File: src/rtl/alu_md.sv
// alu_md: execute-stage integer ALU with RV32M/RV64M multiply/divide.
// Ports: CLK/RST; in_valid/in_ready/flush handshake; decode fields
// imm/branch_i/funct3/funct7; operands op1/op2; rd_i/wb_i/side_i
// passthrough; out_valid/res/wb_en_o/rd_o/branch_o/side_o to memory.
module alu_md #(
  parameter int XLEN       = 32,
  parameter int MUL_STAGES = 2,
  parameter int SIDE_W     = 108
) (
  input  logic              CLK,
  input  logic              RST,
  input  logic              in_valid,
  output logic              in_ready,
  input  logic              flush,
  input  logic              imm,
  input  logic              branch_i,
  input  logic [2:0]        funct3,
  input  logic [6:0]        funct7,
  input  logic [XLEN-1:0]   op1,
  input  logic [XLEN-1:0]   op2,
  input  logic [4:0]        rd_i,
  input  logic              wb_i,
  input  logic [SIDE_W-1:0] side_i,
  output logic              out_valid,
  output logic [XLEN-1:0]   res,
  output logic              wb_en_o,
  output logic [4:0]        rd_o,
  output logic              branch_o,
  output logic [SIDE_W-1:0] side_o
);
  localparam int SHW  = $clog2(XLEN);
  localparam int CMAX = (XLEN > MUL_STAGES) ? XLEN : MUL_STAGES;
  localparam int CW   = $clog2(CMAX + 1);
  localparam bit MUL_MC = (MUL_STAGES > 1);
  localparam logic [CW-1:0] DIV_LD = CW'(XLEN - 1);
  localparam logic [CW-1:0] MUL_LD = CW'(MUL_MC ? MUL_STAGES - 2 : 0);

  typedef enum logic [1:0] {S_IDLE, S_MUL, S_DIV, S_FIX} state_t;
  state_t r_state, w_next;

  logic [CW-1:0]     r_cnt;
  logic              r_valid, r_wb, r_br;
  logic [4:0]        r_rd;
  logic [XLEN-1:0]   r_res;
  logic [SIDE_W-1:0] r_side;
  logic              r_wb_c, r_br_c;
  logic [4:0]        r_rd_c;
  logic [SIDE_W-1:0] r_side_c;
  logic [XLEN-1:0]   r_mres, r_rem, r_quo, r_dvs;
  logic              r_qneg, r_rneg, r_isrem;

  // decode
  logic w_acc, w_alt, w_is_m, w_is_mul, w_is_div, w_single;
  assign in_ready = (r_state == S_IDLE) && !RST;
  assign w_acc    = in_valid && in_ready && !flush;
  assign w_alt    = (funct7 == 7'b0100000);
  assign w_is_m   = !imm && !branch_i && (funct7 == 7'b0000001);
  assign w_is_mul = w_is_m && !funct3[2];
  assign w_is_div = w_is_m && funct3[2];
  assign w_single = !w_is_div && !(w_is_mul && MUL_MC);

  // base ALU and branch compare
  logic [SHW-1:0]  w_sh;
  logic [XLEN-1:0] w_base, w_sra;
  logic            w_lt, w_ltu, w_cond;
  assign w_sh  = op2[SHW-1:0];
  assign w_sra = $signed(op1) >>> w_sh;
  assign w_lt  = $signed(op1) < $signed(op2);
  assign w_ltu = op1 < op2;

  always_comb begin
    w_base = '0;
    unique case (funct3)
      3'b000: w_base = (!imm && w_alt) ? op1 - op2 : op1 + op2;
      3'b001: w_base = op1 << w_sh;
      3'b010: w_base = XLEN'(w_lt);
      3'b011: w_base = XLEN'(w_ltu);
      3'b100: w_base = op1 ^ op2;
      3'b101: w_base = w_alt ? w_sra : op1 >> w_sh;
      3'b110: w_base = op1 | op2;
      3'b111: w_base = op1 & op2;
      default: w_base = '0;
    endcase
  end

  always_comb begin
    w_cond = 1'b0;
    unique case (funct3)
      3'b000: w_cond = (op1 == op2);
      3'b001: w_cond = (op1 != op2);
      3'b100: w_cond = w_lt;
      3'b101: w_cond = !w_lt;
      3'b110: w_cond = w_ltu;
      3'b111: w_cond = !w_ltu;
      default: w_cond = 1'b0;
    endcase
  end

  // multiply: sign-extend to 2*XLEN, the low 2*XLEN product bits are exact
  logic              w_s1m, w_s2m;
  logic [2*XLEN-1:0] w_ma, w_mb, w_prod;
  logic [XLEN-1:0]   w_mres;
  assign w_s1m  = (funct3[1:0] != 2'b11) && op1[XLEN-1];
  assign w_s2m  = !funct3[1] && op2[XLEN-1];
  assign w_ma   = {{XLEN{w_s1m}}, op1};
  assign w_mb   = {{XLEN{w_s2m}}, op2};
  assign w_prod = w_ma * w_mb;
  assign w_mres = (funct3[1:0] == 2'b00) ? w_prod[XLEN-1:0]
                                         : w_prod[2*XLEN-1:XLEN];

  // divide setup on magnitudes
  logic            w_n1, w_n2;
  logic [XLEN-1:0] w_mag1, w_mag2;
  assign w_n1   = !funct3[0] && op1[XLEN-1];
  assign w_n2   = !funct3[0] && op2[XLEN-1];
  assign w_mag1 = w_n1 ? -op1 : op1;
  assign w_mag2 = w_n2 ? -op2 : op2;

  // restoring step; divisor 0 never borrows so q=all-ones, r=|op1|,
  // and min/-1 yields q=min, r=0 without extra handling
  logic [XLEN:0]   w_try, w_diff;
  logic [XLEN-1:0] w_qfix, w_rfix, w_dres;
  assign w_try  = {r_rem, r_quo[XLEN-1]};
  assign w_diff = w_try - {1'b0, r_dvs};
  assign w_qfix = r_qneg ? -r_quo : r_quo;
  assign w_rfix = r_rneg ? -r_rem : r_rem;
  assign w_dres = r_isrem ? w_rfix : w_qfix;

  logic            w_cz, w_fin;
  logic [XLEN-1:0] w_fres, w_sres;
  assign w_cz   = (r_cnt == '0);
  assign w_fin  = !flush && (((r_state == S_MUL) && w_cz) ||
                             (r_state == S_FIX));
  assign w_fres = (r_state == S_FIX) ? w_dres : r_mres;
  assign w_sres = branch_i ? XLEN'(w_cond) : (w_is_mul ? w_mres : w_base);

  always_comb begin
    w_next = r_state;
    unique case (r_state)
      S_IDLE: begin
        if (w_acc && w_is_div)
          w_next = S_DIV;
        else if (w_acc && w_is_mul && MUL_MC)
          w_next = S_MUL;
      end
      S_MUL:   if (w_cz) w_next = S_IDLE;
      S_DIV:   if (w_cz) w_next = S_FIX;
      S_FIX:   w_next = S_IDLE;
      default: w_next = S_IDLE;
    endcase
    if (flush) w_next = S_IDLE;
  end

  always_ff @(posedge CLK) begin
    if (RST) begin
      r_state  <= S_IDLE;
      r_cnt    <= '0;
      r_valid  <= 1'b0;
      r_res    <= '0;
      r_wb     <= 1'b0;
      r_rd     <= '0;
      r_br     <= 1'b0;
      r_side   <= '0;
      r_wb_c   <= 1'b0;
      r_br_c   <= 1'b0;
      r_rd_c   <= '0;
      r_side_c <= '0;
      r_mres   <= '0;
      r_rem    <= '0;
      r_quo    <= '0;
      r_dvs    <= '0;
      r_qneg   <= 1'b0;
      r_rneg   <= 1'b0;
      r_isrem  <= 1'b0;
    end else begin
      r_state <= w_next;
      r_valid <= 1'b0;
      if (r_state == S_MUL || r_state == S_DIV)
        r_cnt <= r_cnt - CW'(1);
      if (r_state == S_DIV) begin
        r_quo <= {r_quo[XLEN-2:0], !w_diff[XLEN]};
        r_rem <= w_diff[XLEN] ? w_try[XLEN-1:0] : w_diff[XLEN-1:0];
      end
      if (w_acc) begin
        r_wb_c   <= wb_i;
        r_br_c   <= branch_i;
        r_rd_c   <= rd_i;
        r_side_c <= side_i;
        r_cnt    <= w_is_div ? DIV_LD : MUL_LD;
        r_mres   <= w_mres;
        r_rem    <= '0;
        r_quo    <= w_mag1;
        r_dvs    <= w_mag2;
        r_qneg   <= (w_n1 ^ w_n2) && (op2 != '0);
        r_rneg   <= w_n1;
        r_isrem  <= funct3[1];
        if (w_single) begin
          r_valid <= 1'b1;
          r_res   <= w_sres;
          r_wb    <= wb_i;
          r_rd    <= rd_i;
          r_br    <= branch_i;
          r_side  <= side_i;
        end
      end
      if (w_fin) begin
        r_valid <= 1'b1;
        r_res   <= w_fres;
        r_wb    <= r_wb_c;
        r_rd    <= r_rd_c;
        r_br    <= r_br_c;
        r_side  <= r_side_c;
      end
    end
  end

  assign out_valid = r_valid;
  assign res       = r_res;
  assign wb_en_o   = r_valid && r_wb;
  assign rd_o      = r_valid ? r_rd : 5'd0;
  assign branch_o  = r_br;
  assign side_o    = r_side;
endmodule

File: config.mk
export PLATFORM = sky130hd
export DESIGN_NAME = alu_md
export DESIGN_NICKNAME = d
export VERILOG_FILES = /design/src/rtl/alu_md.sv
export SDC_FILE = /design/constraint.sdc
export NUM_CORES = 2
export LEC_CHECK = 0
export CAP_MARGIN = 0
export CELL_PAD_IN_SITES_DETAIL_PLACEMENT = 1
export CELL_PAD_IN_SITES_GLOBAL_PLACEMENT = 1
export CORE_AREA = 8 8 380 382
export CTS_CLUSTER_DIAMETER = 30
export DETAILED_ROUTE_END_ITERATION = 10
export DIE_AREA = 0 0 388 390
export PLACE_DENSITY_LB_ADDON = 0.05
export SLEW_MARGIN = 20
export SYNTH_ARGS = -nofsm -noshare
export SYNTH_HDL_FRONTEND = slang
export SYNTH_SLANG_ARGS = --single-unit
File: constraint.sdc
create_clock -name CLK -period 12.5 [get_ports CLK]
set_clock_uncertainty 0.1 [all_clocks]
set_input_delay 2.5 -clock CLK [delete_from_list [all_inputs] [get_ports CLK]]
set_output_delay 2.5 -clock CLK [all_outputs]
set_load 0.02 [all_outputs]
==> results.md <==
- Synth Area in Compound Gates: 0.1405
- Hold crit path type: reg2reg
- Congestion Overflow GR: 0
- Startpoint types: primary input
- Post-Route WL: 322.2 mm
- Largest family of logic cells by synthesized area: adder cells
- RSZ-0062 raised after global routing: no
- Status: finished clean
- Register area share after synthesis: 0.1222
- Row count: 137
- Syn Area/Cell: 8.152 um2
- Synth async-reset ratio: 0
- Mapped Cells: 8080
- Largest net degree at the start of global routing: 219
- Final Max Slew Viols: 0
- CTS buffer count: 95
- Layout cell share with drive strength beyond 1: 0.06531
- Multiplexer share of the synthesized area: 0.03204
- Worst Setup Slack, final: 1016 ps
- Simple-Gate Fraction of Synth Area: 0.1608
- Antenna Nets Post-Route: 0
- Yosys top cell area share: 0.3428
- R2R cell count: 13
- Reg2reg setup slack: 7430 ps
- Number of port buffers: 342
- Slowest stage delay, CP: 970 ps
- Via count: 63140
- Die width: 388 um
- Final setup fails: 0
- Area delta synth->final: 13.36%
- Worst Path Max Fanout: 29
- CTS tree: built
- Initial antenna violation count: 19
- Worst setup EP type: flip-flop
- Worst Hold Path Cells: 2
- Hold Path Origin: r_side_c[100]
- Clk root buf: clkbuf_16
- Starting density of the core: 0.4756
- Max frequency: 0.08707 GHz
- DRC violations left: 0
- Hold path endpoint: r_side_c[100]
- FF-to-FF Start: r_quo[31]
- Largest cells by area after synthesis: fa_1 34%, dfxtp_1 12%, nand2_1 8.0%
- Worst-margin pin slew: 1241 ps
- Place WS: 567.8 ps
- Post-synth EDFFs: 0
- Crit share post-route: 0.9188
- Chip Height: 390 um
- Nets: 9878
- Ys Warns: 0
- First-pass GRT wire length: 465.8 mm
- Clock sinks: 402
- Slowest cell on crit path: clkdlybuf4s50_1
- Clock Pin Slew Worst Setup and Hold Paths: 50 ps
- DRT Pass-1 Iters: 6
- Post-Synth XOR/XNOR Area: 0.03125
- Arrival time worst endpoint: 11870 ps
- Initial DRC Count: 6087
- WP data required: 12880 ps
- Core area: 138500 um2
- Post-CTS Resized: 0
- FF-to-FF End: r_rem[10]
- H-Tree Level Count: 3
- Max-cap viol count: 0
- WL/cell: 31.89 um
- Leading area contributor after synthesis: fa_1
- Mapped Nets: 9754
- Clock Path Buffers: 3
- Post-CTS setup buffers: 0
- Slew headroom: 0.1725
- I/O pin count: 343
- # hold bufs at CTS: 0
- Critical path type: in2reg
- Seq cells post-synth: 402
- Setup tns final: 0 ps
- Min Tclk post-route: 11480 ps
- Yosys cell types: 89
- CP most frequent cell: fa_1
- Worst skew pair latency: 650 ps
- Hold violation total from the final report: 0
- Synth Cell Area: 65870 um2
- Area share of fa/ha/maj cells after synthesis: 0.4097
- Ys flop type: dfxtp_1
- GP Congestion: 1.058
- Die area: 151300 um2
- HPWL after DPL: 253.9 mm
- Mean number of vias per cell: 6.251
- Vias in the first global route: 67440
- Final core utilization: 0.5391
- Overall Global Routing Usage: 0.4150
-- Yosys cell counts, drive strengths merged, types with 19 or more instances --
master	n
mux4	38
inv	1244
nor3	73
xnor2	179
nand2b	38
xor2	56
o211ai	45
ha	352
mux2i	113
nand2	1400
buf	117
o21bai	27
nand3	66
nor4	29
clkbuf	434
a21o	67
clkinv	19
and3	24
o21a	25
fa	1128
dfxtp	402
o31ai	53
a21oi	309
o41ai	20
nand4	31
a211oi	113
a311oi	124
o21ai	370
a31oi	65
or3	29
nor2	785
a22oi	22
nor2b	27
-- metrics by stage --
step                hold slack, ps  area (um2)  std cells
finish                       355.0       74670      10100
global route                 377.4       74650      10090
CTS                          357.2       74650      10090
detailed placement           347.6       71250       9914
global placement             339.6       71250       9914
floorplan                    325.4       65870       8080
-- cells by family after synthesis --
kind of cell	Yosys count
DFF	402
xor gates and xnor gates	235
buffers and inverters	1814
and+or+nand+nor	2575
AOI/OAI and AO/OA	1412
adders and majority gates	1480
muxes	162
-- metal layers --
layer / part of all wire / GRT usage
met5: 0.000065 / 0
met4: 0.073 / 0.2487
met3: 0.11 / 0.1089
met2: 0.44 / 0.6473
met1: 0.38 / 0.5182
-- placed cells by master (no fill, tap or decap), drive strengths merged, types with 18 or more instances in the layout --
cell and count:
nand2 1400, inv 1248, fa 1128, nor2 785, dfxtp 402, o21ai 370
ha 352, a21oi 309, clkdlybuf4s50 307, buf 271, xnor2 179, clkbuf 129
a311oi 124, a211oi 113, mux2i 113, nor3 73, a21o 67, nand3 66
a31oi 65, xor2 56, o31ai 53, o211ai 45, clkinv 40, nand2b 38
mux4 38, nand4 31, nor4 29, or3 29, nor2b 27, o21bai 27
o21a 25, and3 24, a22oi 22, o41ai 20, and2 18, o221ai 18
-- area by class of cell --
| cell class | count | area [um2] |
|---|---|---|
| fill | 16530 | 63830 |
| multi-input combinational | 5864 | 51100 |
| sequential | 402 | 8049 |
| timing repair buffer | 578 | 5099 |
| inverter | 1263 | 4743 |
| clock buffer | 129 | 2686 |
| tap | 1807 | 2261 |
| clock inverter | 48 | 711.9 |
| antenna | 11 | 27.53 |
-- registers in the layout, indices dropped and copies added, names as in the netlist, 6 cells and up --
| register | cells |
|---|---|
| side_o | 108 |
| r_quo | 32 |
| r_dvs | 32 |
| r_rem | 32 |
| res | 32 |
| r_mres | 32 |
| r_side_c | 108 |
| r_cnt | 6 |
-- how the worst max path moves through the flow --
stage	start	end	slack, ps	depth (start not counted)
after floorplan	funct3[0]	r_mres[30]	1090	31
after global placement	op1[14]	res[28]	350	28
after detailed placement	op2[15]	res[28]	570	27
after CTS	op2[15]	r_mres[17]	1230	25
after global routing	op2[15]	r_mres[17]	830	25
final	op1[13]	r_mres[17]	1020	27
-- worst max-delay path, delay by kind of cell --
kind / cells / cell delay, ps
compound gates: 7 / 1970
xor+xnor: 1 / 320
buf+inv: 7 / 2020
fa+ha+maj: 9 / 4330
simple gates: 3 / 700
Power is left out: the tool's default activity adds up to more than one toggle a clock period on the data nets, which glitch-free logic cannot reach.
